==> config.mk <==
export PLATFORM = sky130hd
export DESIGN_NAME = snic_timer_sched
export DESIGN_NICKNAME = d
export VERILOG_FILES = /design/src/rtl/snic_timer_sched.sv
export SDC_FILE = /design/constraint.sdc
export NUM_CORES = 1
export LEC_CHECK = 0
export ABC_AREA = 1
export CAP_MARGIN = 20
export CELL_PAD_IN_SITES_DETAIL_PLACEMENT = 0
export CELL_PAD_IN_SITES_GLOBAL_PLACEMENT = 2
export CORE_MARGIN = 2
export CORE_UTILIZATION = 30
export CTS_CLUSTER_SIZE = 40
export DETAILED_ROUTE_END_ITERATION = 16
export PLACE_DENSITY_LB_ADDON = 0.1
export SLEW_MARGIN = 20
export SYNTH_ARGS = -nofsm -noshare
export SYNTH_HDL_FRONTEND = slang
export SYNTH_SLANG_ARGS = --single-unit
==> constraint.sdc <==
create_clock -name clk -period 1.9 [get_ports clk]
set_clock_uncertainty 0.1 [all_clocks]
set_input_delay 0.38 -clock clk [delete_from_list [all_inputs] [get_ports clk]]
set_output_delay 0.38 -clock clk [all_outputs]
set_load 0.005 [all_outputs]
==> src/rtl/snic_timer_sched.sv <==
// Multi-channel tick-based timeout scheduler with a round-robin expiry output stage.
// Optional cancel port and logic are enabled by defining SNIC_TIMER_SCHED_CANCEL_EN.
module snic_timer_sched #(
    parameter int unsigned NUM_CH     = 4,
    parameter logic [63:0] TICK_LIMIT = 64'd50_000_000,
    parameter int unsigned CNT_W      = 16
) (
    input  logic                      clk,
    input  logic                      rst,
    input  logic                      arm_valid,
    input  logic [$clog2(NUM_CH)-1:0] arm_ch,
    input  logic [CNT_W-1:0]          arm_ticks,
`ifdef SNIC_TIMER_SCHED_CANCEL_EN
    input  logic                      cancel_valid,
    input  logic [$clog2(NUM_CH)-1:0] cancel_ch,
`endif
    output logic                      exp_valid,
    output logic [$clog2(NUM_CH)-1:0] exp_ch,
    input  logic                      exp_ready,
    output logic [NUM_CH-1:0]         active,
    output logic [NUM_CH-1:0]         overflow
);

    localparam int unsigned CH_W  = $clog2(NUM_CH);
    localparam int unsigned PRE_W = (TICK_LIMIT > 64'd1) ? $clog2(TICK_LIMIT) : 1;
    localparam logic [PRE_W-1:0] PRE_LAST = PRE_W'(TICK_LIMIT - 64'd1);

    typedef enum logic [0:0] {
        ST_IDLE  = 1'b0,
        ST_OFFER = 1'b1
    } state_t;

    state_t            state;
    logic [PRE_W-1:0]  presc;
    logic              tick;
    logic [CNT_W-1:0]  remain   [NUM_CH];
    logic [CNT_W-1:0]  remain_n [NUM_CH];
    logic [NUM_CH-1:0] active_n;
    logic [NUM_CH-1:0] pending;
    logic [NUM_CH-1:0] expire;
    logic [NUM_CH-1:0] arm_hit;
    logic [NUM_CH-1:0] cancel_hit;
    logic [NUM_CH-1:0] pend_keep;
    logic [NUM_CH-1:0] grant_clr;
    logic [CH_W-1:0]   last;
    logic [CH_W-1:0]   grant_ch;
    logic              grant_any;
    logic              advance;

    // Channel index `k` positions after `base`, wrapping at NUM_CH.
    function automatic logic [CH_W-1:0] rr_idx(input logic [CH_W-1:0] base,
                                               input int unsigned   k);
        int unsigned s;
        s = 32'(base) + k;
        if (s >= NUM_CH) begin
            s = s - NUM_CH;
        end
        return CH_W'(s);
    endfunction

    // Timebase prescaler; tick is registered one cycle after the terminal count.
    always_ff @(posedge clk) begin
        if (rst) begin
            presc <= '0;
            tick  <= 1'b0;
        end else begin
            tick  <= (presc == PRE_LAST);
            presc <= (presc == PRE_LAST) ? '0 : presc + PRE_W'(1);
        end
    end

    // Decode per-channel request strobes; arm wins over cancel on the same channel.
    always_comb begin
        arm_hit    = '0;
        cancel_hit = '0;
        for (int i = 0; i < NUM_CH; i++) begin
            arm_hit[i] = arm_valid && (arm_ch == CH_W'(i));
`ifdef SNIC_TIMER_SCHED_CANCEL_EN
            cancel_hit[i] = cancel_valid && (cancel_ch == CH_W'(i)) && !arm_hit[i];
`endif
        end
    end

    // Per-channel countdown: arm loads, cancel stops, tick decrements and expires.
    always_comb begin
        active_n = active;
        expire   = '0;
        for (int i = 0; i < NUM_CH; i++) begin
            remain_n[i] = remain[i];
            if (arm_hit[i]) begin
                remain_n[i] = arm_ticks;
                active_n[i] = (arm_ticks != '0);
                expire[i]   = (arm_ticks == '0);
            end else if (cancel_hit[i]) begin
                active_n[i] = 1'b0;
            end else if (tick && active[i]) begin
                remain_n[i] = remain[i] - CNT_W'(1);
                if (remain[i] == CNT_W'(1)) begin
                    active_n[i] = 1'b0;
                    expire[i]   = 1'b1;
                end
            end
        end
    end

    // Round-robin pick among pending channels, starting after the last grant.
    always_comb begin
        grant_any = 1'b0;
        grant_ch  = '0;
        for (int unsigned k = 1; k <= NUM_CH; k++) begin
            if (!grant_any && pending[rr_idx(last, k)]) begin
                grant_any = 1'b1;
                grant_ch  = rr_idx(last, k);
            end
        end
    end

    // The output stage takes a new winner when idle or when the current offer is accepted.
    always_comb begin
        advance   = (state == ST_IDLE) || exp_ready;
        grant_clr = (advance && grant_any) ? (NUM_CH'(1) << grant_ch) : '0;
        pend_keep = pending & ~grant_clr & ~cancel_hit;
    end

    // A granted bit is already cleared, so a fresh expiry on the offered channel is not an overflow.
    always_ff @(posedge clk) begin
        if (rst) begin
            active   <= '0;
            pending  <= '0;
            overflow <= '0;
            for (int i = 0; i < NUM_CH; i++) begin
                remain[i] <= '0;
            end
        end else begin
            active   <= active_n;
            pending  <= pend_keep | expire;
            overflow <= overflow | (pend_keep & expire);
            for (int i = 0; i < NUM_CH; i++) begin
                remain[i] <= remain_n[i];
            end
        end
    end

    // Expiry output stage: holds exp_ch stable until accepted.
    always_ff @(posedge clk) begin
        if (rst) begin
            state     <= ST_IDLE;
            exp_valid <= 1'b0;
            exp_ch    <= '0;
            last      <= CH_W'(NUM_CH - 1);
        end else begin
            case (state)
                ST_IDLE: begin
                    if (grant_any) begin
                        state     <= ST_OFFER;
                        exp_valid <= 1'b1;
                        exp_ch    <= grant_ch;
                        last      <= grant_ch;
                    end
                end
                ST_OFFER: begin
                    if (exp_ready) begin
                        if (grant_any) begin
                            exp_ch <= grant_ch;
                            last   <= grant_ch;
                        end else begin
                            state     <= ST_IDLE;
                            exp_valid <= 1'b0;
                        end
                    end
                end
                default: begin
                    state     <= ST_IDLE;
                    exp_valid <= 1'b0;
                end
            endcase
        end
    end

endmodule

Yosys cells after proc, flatten, opt, wreduce, memory -nomap -nowiden
Memory sizes are Yosys's and may differ from the RTL's.
Cells that the tools add are included.
Storage, ports and cells
  register bits: 45
  bits in latches: 0
  memory bits (writable): 64
  ROM bits: 0
  input port bits: 22
  output and inout bits: 11
  logic and storage cells: 162
  memories kept: 1
Memories
  remain: words 4, bits a word 16, read ports 4, clocked after memory_dff 0, write ports 4, line 36  | logic [CNT_W-1:0] remain [NUM_CH];
Cells by class
  add/subtract/negate cells: 13
  $mul: 0
  div/mod/pow operators: 0
  magnitude comparators: 8
  eq/ne operators: 11
  shifts and indexed selects: 1
  mux-type cells: 73
  bitwise gates (word level): 10
  reduce and logical (&&, ||, !) cells: 33
Operators by type and width (number)
  2-to-1 mux 16 bit: 12
  equality test 16 x 1 -> 1 bit (second input constant): 4
  subtractor 16 x 1 -> 16 bit (second input constant): 4
  2-to-1 mux 1 bit: 40
  adder 26 x 1 -> 26 bit (second input constant): 1
  equality test 26 bit (second input constant): 1
  2-to-1 mux 2 bit: 12
  zero test 16 bit: 1
  nonzero test 16 bit: 1
  nonzero test 2 bit: 8
  logical AND 1 bit: 12
  less-than comparator 2 x 3 -> 1 bit (second input constant): 4
  >= comparator 3 bit (second input constant): 3
  bitwise AND 4 bit: 2
  binary-select mux 1 bit (select 2 bit): 4
  bitwise OR 4 bit: 2
  case mux 2 bit (2 select lines): 2
  AND reduction 2 bit: 4
  subtractor 2 x 1 -> 2 bit (second input constant): 4
  adder 2 x 2 -> 3 bit (second input constant): 2
  inequality test 2 bit (second input constant): 3
  adder 2 x 3 -> 4 bit (second input constant): 1
  equality test 2 bit (second input constant): 2
  >= comparator 4 x 3 -> 1 bit (second input constant): 1
  13 further kinds: 19

Longest topological paths before layout
Gate-level depths: netlist of the first run.
  depth in word-level cells: 21
  gate-level depth with buffers: 15
  gate-level depth less buffers: 13

Worst setup path after synthesis of the first run
No wires, ideal clock.
  path kind: reg-to-reg
  from: register presc[0]
  to: register presc[22]
  library setup time: 116 ps
  arrival time: 1512 ps
  data required time: 1684 ps
  setup slack: 172 ps
  cell stages (with the launch flop): 10
  path buffers: 0
  clock period less this slack: 1728 ps
  cells stage by stage: dfxtp_1 ha_1 nand3_1 nor2_2 nand4_2 nor2_2 nand3_1 nor2_1 nand2_1 nor3b_2
Between the ends
  cells in the longest elaborated chain, start to end: 2
  elaborated cells between the ends (all ways): 3
  those cells by class: add/sub (1); eq/ne (1); reduce/logical (1)
RTL lines
  start: declaration: line 34  | logic [PRE_W-1:0] presc;
  start signal: assignment: line 68  | presc <= (presc == PRE_LAST) ? '0 : presc + PRE_W'(1);
  branches (longest 2 deep; another with adder 26 x 1 -> 26 bit)
Several ways; the timed one is not identified.
A chain may end at the register's enable or synchronous reset.

==> metrics, run 1 <==
Initial Utilization=between 30% and 40%; Hold EP=last[0]; CP Max Fanout=7; status=finished clean; drt drc=0; clock slew at reported path FFs=80 ps; total track usage=18.9%; total grt overflow=0; clock root buffer=clkbuf_16; CTS sink count=109; Seq/Total Area, Yosys=35.1%; Max Transition Viols Final=0; period utilisation layout=96.1%; Std-Cell Rows=52; CP Class=in -> reg; CTS max path bufs=2; yosys warns=0; Min Clock Period, post-route=1830 ps; Mapped Avg Cell Area=6.82 um2; Post-DRT Antenna Nets=0; Critical R2R Capture=pending[3]; Clock Power Share=29.4%; Reg power frac=39.8%; largest area contributor in the netlist=dfxtp_1; hold path startpoint=rst; CP Data Required Time=between 2000 and 2500 ps; Syn Nets=roughly 940; CTS buffer count=9; first-pass GRT wire length=roughly 33000 um; DR pass1 iterations=5; worst-path cell chain=clkdlybuf4s50_1 > buf_4 > nor3_4 > nor2_1 > inv_1 > a21oi_1 > o21ai_0 > a21oi_1; Worst-Skew Late Latency=~350 ps; Cell Area, Synth=around 6200 um2; Power Internal=around 4.2 mW; #FFs+latches synth=109; hold depth=3; Reg2Reg Depth=14; max-cap violations=0; routed vias/inst=4.92; layout cells sized above 1=approximately a fifth; nets=1071; Die ar.=about 22000 um2; peak supply drop=377 uV; Critical Path Start Type=input port; area grow syn2layout=30.6%; Worst Setup End Kind=flip-flop; routed vias=6469; crit-path max cell delay=about 480 ps; IO Pins=33; HPWL after detailed placement=15500 um; drt total wl=20500 um; Worst Path Buf+Inv=3; slew of the pin with the lowest slew margin=between 600 and 700 ps; critical path's most frequent cell=a21oi_1; crit path DAT=2010 ps; TNS Setup=0 ps; Unique masters post-synth=49; Syn Inst Count=912; min-delay worst type=in -> reg; die width=148 um; Final Wtd Congestion=0.819; Hold Buf Count CTS=0; H-tree depth=3; Psw=~2.1 mW; Die Ht=roughly 150 um; # setup viols final=0; Logic pwr share=~31%; initial antenna violation count=0; pin count of the biggest net entering global routing=46; final hold vios=0; r2r startpoint=last[0]; CP max-delay cell=clkdlybuf4s50_1; Rel. slew slack=around three fifths; Antenna diodes=0; Non-Filler Instances=about 1300; P per Cell Area=slightly below 800 nW/um2; Placement Setup Slack=-419 ps; CORE AREA=around 20000 um2; CP delay by family, top=buffers and inverters; Final WS setup=73.3 ps; synth top area cells=dfxtp_1 35%, nand2_1 13%, inv_1 7.1%, nor2_1 6.6%, a31oi_1 3.8%; Sw Ratio=between 30% and 40%; vias in the first global route=6278; Pleak=3.41 nW; RSZ-0062 raised after global routing=yes; average wire per standard cell=15.6 um; area share of the largest cell type after synthesis=between 30% and 40%; I/O Buffers=32; FMAX=roughly 0.55 GHz; Detailed Route Iter0 Violations=around 430; Cells after DPL=1296; flop2flop setup slack=80 ps; CTS tree=done
## power by group through the flow
stage	Combinational (mW)	Sequential [mW]	Clock, mW
final	1.95	2.52	1.86
after global routing	2.15	2.53	2.01
after CTS	1.80	2.50	1.92
after detailed placement	1.75	2.55	0
after global placement	1.73	2.55	0
after floorplan	1.02	2.53	0
## routing by layer
metal  track usage [%]  wire (um)  part of all wire (%)
met5                 0          0                     0
met4              4.95        328                   1.6
met1              26.3      10000                    49
met2              31.1       9500                    46
met3              2.59        688                   3.4
## worst reg2reg max path, delay by kind of cell, from the launching register on
| kind | cells | cell delay, ps |
|---|---|---|
| AND/OR/NAND/NOR | 11 | 970 |
| flip-flops | 1 | 380 |
| buffers and inverters | 2 | 170 |
| AO/OA/AOI/OAI | 1 | 120 |
## sequential cells by signal, indices dropped and copies added, names as in the netlist
| name | flops |
|---|---|
| exp_ch | 2 |
| overflow | 4 |
| tick | 1 |
| remain | 64 |
| state | 1 |
| exp_valid | 1 |
| active | 4 |
| pending | 4 |
| last | 2 |
| presc | 26 |
## metrics by stage
step	hold WS, ps	cell area (um2)	utilization [%]	power, mW
floorplan	330	6220	-	3.55
global placement	347	7600	37.5	4.28
detailed placement	351	7600	37.5	4.30
CTS	348	7900	38.9	6.22
global route	356	8120	40.0	6.69
finish	342	8120	40.0	6.32
## worst max-delay path by stage
stage / from / end / slack, ps / cells past startpoint
floorplan: presc[0] / presc[22] / 170 / 9
global placement: arm_ticks[10] / overflow[3] / -390 / 8
detailed placement: arm_ticks[15] / overflow[3] / -420 / 8
CTS: last[0] / pending[0] / 30 / 13
global route: last[0] / pending[3] / -50 / 14
finish: arm_ch[1] / remain[1][15] / 70 / 8
## cell usage in the layout, fill, tap and decap left out, types with 4 or more instances in the layout
| master | instances |
|---|---|
| a21oi_1 | 38 |
| a21oi_2 | 6 |
| a31oi_1 | 38 |
| buf_12 | 4 |
| buf_4 | 104 |
| clkbuf_16 | 10 |
| clkdlybuf4s50_1 | 30 |
| dfxtp_1 | 104 |
| dfxtp_2 | 4 |
| ha_1 | 8 |
| inv_1 | 114 |
| inv_2 | 9 |
| nand2_1 | 206 |
| nand2_2 | 18 |
| nand2_4 | 4 |
| nand3_1 | 34 |
| nand3_2 | 8 |
| nand4_1 | 19 |
| nor2_1 | 99 |
| nor2_2 | 13 |
| nor2_4 | 6 |
| nor3_1 | 14 |
| nor3_4 | 4 |
| nor4_1 | 5 |
| o211ai_1 | 8 |
| o21ai_0 | 25 |
| o21ai_1 | 5 |
| o221ai_1 | 5 |
| o22ai_1 | 11 |
| o31ai_1 | 4 |
| or2_2 | 9 |
| xnor2_1 | 12 |
| xor2_1 | 20 |
## synthesized netlist by cell type (all sizes together)
cell type,number
o21ai,31
inv,124
o221ai,5
clkinv,2
nor3b,3
a31oi,38
dfxtp,109
buf,6
a32oi,2
mux2i,1
nor3,21
o2111ai,2
nand3,45
o311ai,4
ha,9
nand4,21
o22ai,11
o31ai,4
nand3b,1
o211ai,8
o21bai,1
a211oi,2
a21oi,45
xor2,20
a21boi,4
nor2,118
o21a,1
clkbuf,18
or2,9
xnor2,12
nand2,228
o211a,1
nor4,6
## timing repair
| item | CTS | global route |
|---|---|---|
| pin swaps | 1 | 11 |
| buffers inserted | 0 | 2 |
| resized for setup | 7 | 57 |
| endpoints found under the setup margin | 20 | 53 |
| cloned | 0 | 1 |
## kinds of logic (layout without fill, tap and decap cells)
logic type                 Yosys count  in the layout  share of synthesized area [%]
and+or+nand+nor                    452            452                           33.3
AOI/OAI and AO/OA                  159            159                           15.6
buffers and inverters              150            283                           9.44
DFF                                109            109                           35.1
xor gates and xnor gates            32             32                           4.51
adders and majority gates            9              9                           1.81
muxes                                1              1                          0.161
## area by class of cell
class / instances / area, um2
fill: 2205 / 12200
inverter: 126 / 480
clock buffer: 11 / 243
tap: 270 / 338
multi-input combinational: 653 / 3630
clock inverter: 5 / 32.5
sequential: 109 / 2190
timing repair buffer: 141 / 1200
(Power assumes the default switching activity.)
==> run 2, diff against run 1 <==
--- a/config.mk
+++ b/config.mk
@@ -6,13 +6,13 @@
 export NUM_CORES = 1
 export LEC_CHECK = 0
 export ABC_AREA = 1
-export CAP_MARGIN = 20
 export CELL_PAD_IN_SITES_DETAIL_PLACEMENT = 0
 export CELL_PAD_IN_SITES_GLOBAL_PLACEMENT = 2
 export CORE_MARGIN = 2
-export CORE_UTILIZATION = 30
+export CORE_UTILIZATION = 34
 export CTS_CLUSTER_SIZE = 40
 export DETAILED_ROUTE_END_ITERATION = 16
+export MAX_ROUTING_LAYER = met4
 export PLACE_DENSITY_LB_ADDON = 0.1
 export SLEW_MARGIN = 20
 export SYNTH_ARGS = -nofsm -noshare
==> run 2 against run 1 <==
Against the previous run:
- register-to-register slack gained 50 ps
- critical path type unchanged
- clock power grew 9%
- setup slack gained 24 ps
- count of clock-buffer cells in the layout shrank 2
- combinational power shrank 21%
- highest routed layer unchanged
- hold slack lost 9.1 ps
- sequential share of layout area grew 0.78 points
- global-route usage grew 1.5 points
- sequential cell count is the same
- fmax grew 1.3%
- die area shrank 11%
- non-clock buffer count shrank 9
==> metrics, run 2 (synthesis results as in run 1) <==
status=finished clean; Min Clock Period, post-route=1800 ps; Detailed Route Iter0 Violations=411; commonest non-fill, non-tap cell in the layout=nand2_1; peak supply drop=608 uV; Top Registers=remain: 64 flops, presc: 26 flops; CP Class=in -> reg; P per Cell Area=771 nW/um2; total grt overflow=0; average wire per standard cell=15.0 um; FMAX=0.555 GHz; routed vias=6292; flop2flop setup slack=130 ps; Max Transition Viols Final=0; period utilisation layout=94.9%; pin count of the biggest net entering global routing=36; CP Max Fanout=3; final hold vios=0; Reg2Reg Depth=11; CORE AREA=18000 um2; HPWL after detailed placement=14400 um; CTS max path bufs=2; first-pass GRT wire length=30800 um; CTS sink count=109; nets=~1100; layout cells sized above 1=19.1%; area grow syn2layout=27.2%; min-delay worst type=in -> reg; total track usage=between 20 and 25%; crit path from=arm_ticks[15]; clock slew at reported path FFs=70 ps; Hold Buf Count CTS=0; drt total wl=19000 um; Initial Utilization=34.6%; Largest Register=remain; max-cap violations=0; commonest non-fill, non-tap cells in the layout=214 x nand2_1, 115 x inv_1, 101 x nor2_1, 100 x dfxtp_1, 95 x buf_4; Antenna diodes=0; clock root buffer=clkbuf_16; CP Data Required Time=2090 ps; vias in the first global route=6049; # setup viols final=0; Post-DRT Antenna Nets=0; DR pass1 iterations=6; Placement Setup Slack=-348 ps; Worst Setup End Kind=flip-flop; die width=139 um; r2r startpoint=remain[1][1]; Critical Path Start Type=input port; Die ar.=just under 20000 um2; drt drc=0; Pleak=3.34 nW; Final WS setup=97.1 ps; Rel. slew slack=70.9%; Die Ht=139 um; I/O Buffers=32; crit path DAT=roughly 2000 ps; Cells after DPL=about 1200; H-tree depth=3; IO Pins=33; CTS tree=done; Non-Filler Instances=1265; routed vias/inst=4.97; initial antenna violation count=0; max reg flops=64; CTS buffer count=9; Std-Cell Rows=49; Worst Setup EP=overflow[2]; Critical R2R Capture=remain[1][14]; slew of the pin with the lowest slew margin=437 ps; Worst-Skew Late Latency=between 300 and 400 ps; TNS Setup=0 ps; Final Wtd Congestion=0.871; hold depth=3
## run 2: cell count changes in the layout (fill, tap and decap cells not counted), moves of 4 or more
| cell | delta |
|---|---|
| buf_4 | -9 |
| a21oi_1 | +5 |
| dfxtp_2 | +4 |
| nand2_2 | -7 |
| nand2_1 | +8 |
| dfxtp_1 | -4 |
| a21oi_2 | -4 |
## run 2: per-layer routing
layer	GRT usage, %	part of all wire, %
met2	32.9	46
met3	2.92	2.8
met5	-	0
met1	27.2	49
met4	5.42	1.5
## run 2: where the power goes
| part | switching (mW) | total (mW) | internal [mW] |
|---|---|---|---|
| clock | 0.975 | 2.03 | 1.06 |
| combinational | 0.919 | 1.54 | 0.623 |
| sequential | 0.111 | 2.52 | 2.41 |
| total | 2.00 | 6.10 | 4.09 |
## run 2: how the worst min path moves through the flow
stage                start           to  slack [ps]
4_1_cts                rst      last[1]         340
5_1_grt                rst      last[0]         350
2_1_floorplan     presc[0]     presc[0]         330
6_report               rst      last[1]         330
3_3_place_gp   overflow[0]  overflow[0]         350
3_5_place_dp   overflow[0]  overflow[0]         350
## run 2: per-stage QoR
step / hold WS, ps / utilization (%) / area (um2) / power, mW
floorplan: 330 / - / 6220 / 3.55
global placement: 348 / 41.6 / 7470 / 4.07
detailed placement: 351 / 41.6 / 7470 / 4.09
CTS: 337 / 43.4 / 7790 / 6.15
global route: 351 / 44.0 / 7910 / 6.44
finish: 333 / 44.0 / 7910 / 6.10
## run 2: area by class of cell
class	count	area (um2)
multi-input cells	653	3520
well taps	229	287
repair buffers	132	1110
flip-flops and latches	109	2200
clock inverters	7	88.8
inverters	126	475
fillers	1888	10100
clock buffers	9	225
## run 2: what timing repair did
item	CTS	global route
setup buffers	0	3
setup endpoints to repair	20	43
resized for setup	2	36
pin swaps	0	5
## run 2: critical path, stage by stage
cell,delay [ps]
clkdlybuf4s50_1,480
inv_2,100
nand4_1,150
nor2_1,110
nand2_1,110
buf_4,170
mux2i_1,150
buf_4,150
nand3_2,70
a21oi_2,110
==> patch, RTL diff (settings of run 2) <==
The option `SNIC_TIMER_SCHED_CANCEL_EN` is turned on by a define.
--- a/src/rtl/snic_timer_sched.sv
+++ b/src/rtl/snic_timer_sched.sv
@@ -2,2 +2,4 @@
 // Optional cancel port and logic are enabled by defining SNIC_TIMER_SCHED_CANCEL_EN.
+`define SNIC_TIMER_SCHED_CANCEL_EN
+
 module snic_timer_sched #(
Ports: changed (added cancel_ch and cancel_valid); port bits go from 33 to 36. The function was not compared with the original's and may differ.
==> patch against run 2 <==
Synthesized area increased by 1.3%. Design area increased by 4.2%. Power decreased by 8.1%. Utilization increased by 1.6 points. Routed wire length increased by 6.1%. Critical path type is now flip-flop to flip-flop. Die area increased by 1.3%. Sequential cell count unchanged. Largest cell class unchanged. Setup slack got worse by 0.065 ns. Clock power decreased by 4%. Sequential power decreased by 2%.
==> patch: results (changes against run 2) <==
Pint: 3.892 mW (was 4.090 mW)
Largest net degree at the start of global routing: 65 (was 36)
Pre-Repair DR Iteration Count: 7 (was 6)
Final worst slack: 0.03235 ns (was 0.09710 ns)
Worst Path Arrival: 2.06 ns (was 1.99 ns)
Fin Hold WS: 0.3155 ns (was 0.3332 ns)
R2R cell count: 10 (was 11)
Postcts setup bufs: 4 (was 0)
CP delay by family, top: simple AND/OR/NAND/NOR gates (was buffers and inverters)
CP startpoint kind: flip-flop (was input pin)
Synth top cells by count: nand2_1, nor2_1, dfxtp_1, inv_1, a21oi_1 (was nand2_1, inv_1, nor2_1)
IO Port Bufs: 35 (was 32)
Pre-CTS setup slack: -0.4635 ns (was -0.3481 ns)
Status: finished, final reports clean (unchanged)
Yosys cell types: 48 (was 49)
All-Layer GR Usage: 21.40% (was 20.49%)
Via count: 6542 (was 6292)
Clock network fraction of total power: 34.6% (was 33.4%)
Worst slew margin: 77.11% (was 70.90%)
Non-Filler Instances: 1311 (was 1265)
First-pass GRT wire length: 32.27 mm (was 30.81 mm)
Static Leak: 3.466 nW (was 3.344 nW)
Logic gate share of total power: 21.6% (was 25.3%)
Largest cells by area after synthesis: dfxtp_1, nand2_1, nor2_1, inv_1, a21oi_1 (was dfxtp_1, nand2_1, inv_1, nor2_1, a31oi_1)
Seq/Total Area, Yosys: 34.64% (was 35.10%)
Fill cells: 1868 (was 1888)
CP peak stage delay: 0.33 ns (was 0.48 ns)
Worst r2r src: presc[1] (was remain[1][1])
Synthesized Nets: 973 (was 943)
PD cells: 679.7 nW/um^2 (was 770.9 nW/um^2)
Synth Area per Inst: 6.708 sq um (was 6.816 sq um)
Slowest cell on crit path: dfxtp_2 (was clkdlybuf4s50_1)
VDD IR max: 0.0004678 V (was 0.0006079 V)
DR iter-0 viols: 408 (was 411)
Vias in the first global route: 6274 (was 6049)
Post-DR wirelength/cell: 15.37 microns (was 15.01 microns)
Layout Nets: 1111 (was 1062)
Crit Reg-Reg Endpoint: presc[23] (was remain[1][14])
Detailed Place HPWL: 14.98 mm (was 14.43 mm)
## patch: cell families (layout without fill, tap and decap cells)
group           after synthesis  count (layout)  synth area share, %
buf+inv                     145             288                8.860
xor+xnor                     31              31                4.311
flops                       109             109                34.64
compound gates              165             165                15.89
simple gates                480             480                34.51
fa+ha+maj                     9               9                1.788
## patch: area by class of cell
| cell class | count | area, sq um | share of cell area, % |
|---|---|---|---|
| Multi-Input combinational cell | 685 | 3732 | 45.29 |
| Sequential cell | 109 | 2191 | 26.58 |
| Timing Repair Buffer | 152 | 1284 | 15.58 |
| Inverter | 120 | 455.4 | 5.526 |
| Tap cell | 229 | 286.5 | 3.477 |
| Clock buffer | 10 | 229.0 | 2.778 |
| Clock inverter | 6 | 63.81 | 0.7743 |
## patch: metal layers
layer | share of wire (%) | GRT usage (%) | vias up
li1 | - | - | 3367
met1 | 47 | 26.96 | 3037
met2 | 48 | 35.44 | 120
met3 | 3.3 | 3.966 | 18
met4 | 1.7 | 5.742 | 0
met5 | 0 | - | -
